--- src/rtl/capture_pkg.sv ---
// Shared defaults and types for the nibble capture path.
package capture_pkg;
  localparam int unsigned DEF_DATA_WIDTH = 4;
  localparam int unsigned DEF_PACK       = 2;
  localparam int unsigned DEF_DEPTH      = 4;
  localparam int unsigned DEF_CNT_WIDTH  = 8;
  localparam int unsigned DEF_W          = DEF_DATA_WIDTH * DEF_PACK;
  localparam int unsigned DEF_LVL_W      = $clog2(DEF_DEPTH) + 1;

  typedef logic [DEF_W-1:0] word_t;
endpackage

--- src/rtl/capture_fifo.sv ---
// Show-ahead FIFO with a registered head word; a push into a full FIFO is
// accepted only when a pop happens in the same cycle.
module capture_fifo #(
  parameter int unsigned WIDTH = 8,
  parameter int unsigned DEPTH = 4
) (
  input  logic                       clk,
  input  logic                       rst_n,
  input  logic                       push,
  input  logic [WIDTH-1:0]           wdata,
  input  logic                       pop,
  output logic [WIDTH-1:0]           rdata,
  output logic                       valid,
  output logic [$clog2(DEPTH):0]     level,
  output logic                       full_c
);
  localparam int unsigned PTR_W = $clog2(DEPTH);
  localparam int unsigned LVL_W = PTR_W + 1;

  logic [WIDTH-1:0] mem [DEPTH];
  logic [PTR_W-1:0] wr_ptr, rd_ptr, rd_nxt;
  logic [LVL_W-1:0] level_nxt;
  logic [WIDTH-1:0] head_nxt;
  logic             push_acc, pop_acc;

  assign full_c = (level == LVL_W'(DEPTH));

  always_comb begin
    pop_acc   = pop && valid;
    push_acc  = push && (!full_c || pop_acc);
    rd_nxt    = pop_acc ? rd_ptr + PTR_W'(1) : rd_ptr;
    level_nxt = level;
    if (push_acc && !pop_acc)      level_nxt = level + LVL_W'(1);
    else if (!push_acc && pop_acc) level_nxt = level - LVL_W'(1);
    // The incoming word becomes head when it lands in the slot the read pointer moves to.
    head_nxt  = (push_acc && (rd_nxt == wr_ptr)) ? wdata : mem[rd_nxt];
  end

  always_ff @(posedge clk or negedge rst_n) begin
    if (!rst_n) begin
      for (int i = 0; i < int'(DEPTH); i++) mem[i] <= '0;
      wr_ptr <= '0;
      rd_ptr <= '0;
      level  <= '0;
      valid  <= 1'b0;
      rdata  <= '0;
    end else begin
      if (push_acc) begin
        mem[wr_ptr] <= wdata;
        wr_ptr      <= wr_ptr + PTR_W'(1);
      end
      rd_ptr <= rd_nxt;
      level  <= level_nxt;
      valid  <= (level_nxt != '0);
      rdata  <= head_nxt;
    end
  end
endmodule

--- src/rtl/nibble_capture_packer.sv ---
// Packs consecutive pipeline samples into words, buffers them in a FIFO and
// accounts for words lost to back-pressure.
module nibble_capture_packer
  import capture_pkg::*;
#(
  parameter int unsigned DATA_WIDTH = DEF_DATA_WIDTH,
  parameter int unsigned PACK       = DEF_PACK,
  parameter int unsigned DEPTH      = DEF_DEPTH,
  parameter int unsigned CNT_WIDTH  = DEF_CNT_WIDTH
) (
  input  logic                       clk,
  input  logic                       rst_n,
  input  logic                       in_valid,
  input  logic [DATA_WIDTH-1:0]      in,
  input  logic                       flush,
  output logic                       out_valid,
  input  logic                       out_ready,
  output logic [DATA_WIDTH*PACK-1:0] out_data,
  output logic [$clog2(DEPTH):0]     level,
  output logic                       overflow,
  input  logic                       clear_overflow,
  output logic [CNT_WIDTH-1:0]       drop_cnt
);
  localparam int unsigned W      = DATA_WIDTH * PACK;
  localparam int unsigned LANE_W = (PACK > 1) ? $clog2(PACK) : 1;

  logic [LANE_W-1:0] lane;
  logic [W-1:0]      partial, word_c;
  logic              done_c, pop_c, drop_c, full_c;

  // Merge the current sample into the partial word at its lane.
  always_comb begin
    word_c = partial;
    if (in_valid) word_c[lane*DATA_WIDTH +: DATA_WIDTH] = in;
    done_c = (in_valid && (lane == LANE_W'(PACK - 1))) ||
             (flush && ((lane != '0) || in_valid));
    pop_c  = out_valid && out_ready;
    drop_c = done_c && full_c && !pop_c;
  end

  always_ff @(posedge clk or negedge rst_n) begin
    if (!rst_n) begin
      lane    <= '0;
      partial <= '0;
    end else if (done_c) begin
      lane    <= '0;
      partial <= '0;
    end else if (in_valid) begin
      lane    <= lane + LANE_W'(1);
      partial <= word_c;
    end
  end

  // Overflow set takes priority over a same-cycle clear; counter saturates.
  always_ff @(posedge clk or negedge rst_n) begin
    if (!rst_n) begin
      overflow <= 1'b0;
      drop_cnt <= '0;
    end else begin
      if (drop_c)              overflow <= 1'b1;
      else if (clear_overflow) overflow <= 1'b0;
      if (drop_c && (drop_cnt != '1)) drop_cnt <= drop_cnt + CNT_WIDTH'(1);
    end
  end

  capture_fifo #(
    .WIDTH (W),
    .DEPTH (DEPTH)
  ) u_fifo (
    .clk    (clk),
    .rst_n  (rst_n),
    .push   (done_c),
    .wdata  (word_c),
    .pop    (out_ready),
    .rdata  (out_data),
    .valid  (out_valid),
    .level  (level),
    .full_c (full_c)
  );
endmodule

--- config.mk ---
export PLATFORM = sky130hd
export DESIGN_NAME = nibble_capture_packer
export DESIGN_NICKNAME = d
export VERILOG_FILES = /design/src/rtl/capture_pkg.sv /design/src/rtl/capture_fifo.sv /design/src/rtl/nibble_capture_packer.sv
export SDC_FILE = /design/constraint.sdc
export NUM_CORES = 1
export LEC_CHECK = 0
export CORE_MARGIN = 2
export CORE_UTILIZATION = 58
export DETAILED_ROUTE_END_ITERATION = 7
export PLACE_DENSITY = 0.8
export SLEW_MARGIN = 40
export SYNTH_ARGS = -nofsm -noshare
export SYNTH_HDL_FRONTEND = slang
export SYNTH_SLANG_ARGS = --single-unit
export TNS_END_PERCENT = 20
--- constraint.sdc ---
create_clock -name clk -period 2.2 [get_ports clk]
set_input_delay 0.55 -clock clk [delete_from_list [all_inputs] [get_ports clk]]
set_output_delay 0.55 -clock clk [all_outputs]
set_load 0.005 [all_outputs]
==> impl_metrics.tcl <==
set metrics [dict create \
    syn_area_sq_um 3500 \
    clkTransAtPathRegs_ps 70 \
    end_kind "flop" \
    grt_setup_unrepaired "no" \
    worstPathMaxFanout 7 \
    setup_slack_ps 164 \
    drc 0 \
    crit_chain "clkdlybuf4s50_1 -> and2_4 -> mux2_4 -> a211oi_4 -> buf_12 -> mux2i_1" \
    syn_avg_cell_area_sq_um 10.4 \
    grt_max_degree 67 \
    synthCells 337 \
    combPwrFrac 0.419 \
    worstPathRequired_ps 2470 \
    finalSetupViolCount 0 \
    clkPwrFrac 0.217 \
    cts_tree "built" \
    fp.dieH_um 81.7 \
    final_cells 467 \
    min-delay-path-class "primary input to asynchronous set/reset pin" \
    cts_max_level 3 \
    die_x_um 81.7 \
    grt_pass1_vias 2704 \
    hold_buffers 0 \
    fp.coreArea_sq_um 5890 \
    die-area_sq_um 6670 \
    row_count 28 \
    area_growth_pct 21.9 \
    finalHoldViolations 0 \
    clock_skew_ps 10.1 \
    clk_latency_ps 350 \
    dp.cells 451 \
    antenna_left 0 \
    clkSinkCount 66 \
    cp-start-kind "primary input" \
    dr.first_iter.drc_count 265 \
    dp.final_hpwl_um 5490 \
    seqPwrFrac 0.364 \
    slowest_stage "clkdlybuf4s50_1" \
    grt_pass1_wl_um 13600 \
    cts_buffer_depth 2 \
    dp_slack_ps -158 \
    max_cap_violations 0 \
    cpLargestDelayFamily "buffers and inverters" \
    start_util 0.595 \
    worst_pin_slew_ps 716 \
    finalSetupTns_ps 0 \
    powerDensity_nw_per_um2 1230 \
    cts_setup_buffers 0 \
    wl_per_cell_um 17.3 \
    antennaDiodeCount 0 \
    crit_buf_inv 2 \
    root_buffer "clkbuf_8" \
    synth.largest_area_cell "dfrtp_1" \
    seq_area_frac_synth 0.472 \
    yosysWarnings 0 \
    drv_slew 0 \
    p_int_w 0.00332 \
    synthTopCellsByArea "dfrtp_1, mux2i_1, o21ai_0, nand2_1, ha_1" \
    power.leakage_nw 1.90 \
    cts-buffers-inserted 9 \
    ctsResizeCount 0 \
    viasPerCell 5.86 \
    io-pin-count 31 \
    routed_wl_um 8090 \
    ys_seq_elements 66 \
    fin_area_sq_um 4270 \
    grt.total_usage 0.273 \
    switchingPower_w 0.00193 \
    vias 2736 \
    async_flop_share 1.00 \
    synth.distinct_cells 50 \
    max_freq_ghz 0.491 \
    io_buffers 30 \
    power_w 0.00525 \
    synth_edf_count 0 \
    path_class "primary input to flop" \
    place_area_sq_um 4050 \
    synth_top_area_frac 0.472 \
    ys.flop_type "dfrtp_1" \
    drive_above_1_share 0.161 \
    switching_share 0.367 \
    slew_headroom 0.523 \
    final_nets 405 \
    peakVddDrop_mv 0.698 \
    place_congestion 0.780 \
    critPathArrivalTime_ps 2300 \
    min_period_ps 2040 \
    status "finished clean" \
    slowest_delay_ps 530 \
    globalRouteOverflowTotal 0 \
    syn-num-nets 355 \
    first_pass_iters 4 \
    period_share 0.926 \
    antenna_found_initial 0 \
]
-- worst paths after layout --
kind | start | end | slack [ps] | cells after the start
max reg2reg | u_fifo.level[0] | u_fifo.mem[14] | 280 | 5
min in group clk | u_fifo.mem[25] | u_fifo.mem[25] | 480 | 2
max | out_ready | u_fifo.rdata[0] | 160 | 6
min reg2reg | u_fifo.mem[25] | u_fifo.mem[25] | 480 | 2
min | rst_n | u_fifo.mem[28] | 190 | 2
max in group asynchronous | rst_n | partial[1] | 1710 | 2
-- power groups by stage --
stage	combinational (W)	sequential, W	clock (W)
CTS	0.00220	0.00190	0.00115
floorplan	0.00144	0.00184	0
detailed placement	0.00216	0.00192	0
global placement	0.00206	0.00190	0
finish	0.00220	0.00191	0.00114
global route	0.00243	0.00196	0.00121
-- cell families after synthesis --
family | Yosys count | share of synthesized area
compound gates | 91 | 0.181
simple gates | 90 | 0.143
flops | 66 | 0.472
buf+inv | 37 | 0.0468
mux | 31 | 0.0922
xor+xnor | 13 | 0.0325
fa+ha+maj | 9 | 0.0325
-- registers in the layout, indices dropped and copies added, names as in the netlist --
| register | cells |
|---|---|
| u_fifo.valid | 1 |
| overflow | 1 |
| u_fifo.wr_ptr | 2 |
| u_fifo.mem | 32 |
| u_fifo.rdata | 8 |
| u_fifo.level | 3 |
| u_fifo.rd_ptr | 2 |
| drop_cnt | 8 |
| partial | 8 |
| lane | 1 |
-- cell usage after synthesis (2+ instances only) --
library cell,instances
dfrtp_1,66
nand2_1,46
o21ai_0,39
mux2i_1,24
inv_1,15
clkbuf_1,10
nor2b_1,9
buf_2,8
ha_1,8
xor2_1,8
a211oi_1,7
a221oi_1,7
nand4b_1,7
nor4bb_1,7
o2bb2ai_1,7
o31ai_1,7
a21oi_1,6
mux2_2,5
o211ai_2,5
xnor2_1,5
nand3_1,3
nor2_1,3
nor4_1,3
a31oi_1,2
buf_4,2
nand2b_1,2
nand3b_1,2
nor3_1,2
-- metrics by stage --
stage | hold WS [ps] | util
3_5_place_dp | 467 | 0.688
5_1_grt | 225 | 0.725
3_3_place_gp | 455 | 0.688
4_1_cts | 218 | 0.725
6_report | 190 | 0.725
2_1_floorplan | 254 | -
-- metal layers --
metal | part of all wire | up-vias | track usage | routed length (um)
li1 | - | 1323 | - | -
met1 | 0.45 | 1324 | 0.378 | 3630
met2 | 0.49 | 76 | 0.428 | 3950
met3 | 0.046 | 13 | 0.0407 | 375
met4 | 0.016 | 0 | 0.123 | 131
met5 | 0 | - | 0 | 0
-- area by class of cell --
class	instances	area [sq um]
Clock buffer	11	141
Clock inverter	5	77.6
Fill cell	432	1620
Inverter	16	60.1
Multi-Input combinational cell	234	1690
Sequential cell	66	1650
Tap cell	75	93.8
Timing Repair Buffer	60	558
-- cells in the final DEF (no fill, tap or decap), types with 2 or more instances in the layout --
cell | synthesis | final
mux2_2 | 5 | 5
nor2b_1 | 9 | 9
nand3_1 | 3 | 3
clkinv_2 | 0 | 2
nor4bb_1 | 7 | 7
dfrtp_1 | 66 | 66
nand3b_1 | 2 | 2
nor4_1 | 3 | 3
inv_1 | 15 | 15
o211ai_2 | 5 | 5
nor3_1 | 2 | 2
nand4b_1 | 7 | 7
nand2b_1 | 2 | 2
clkbuf_8 | 0 | 10
buf_12 | 0 | 3
xor2_1 | 8 | 8
clkdlybuf4s50_1 | 0 | 29
o2bb2ai_1 | 7 | 7
o21ai_0 | 39 | 39
xnor2_1 | 5 | 5
o31ai_1 | 7 | 7
a221oi_1 | 7 | 7
mux2i_1 | 24 | 24
a211oi_1 | 7 | 7
nand2_1 | 46 | 46
ha_1 | 8 | 8
buf_4 | 2 | 27
a21oi_1 | 6 | 6
nor2_1 | 3 | 3
a31oi_1 | 2 | 2
bufinv_16 | 0 | 2
Power figures use the tool's default switching activity.
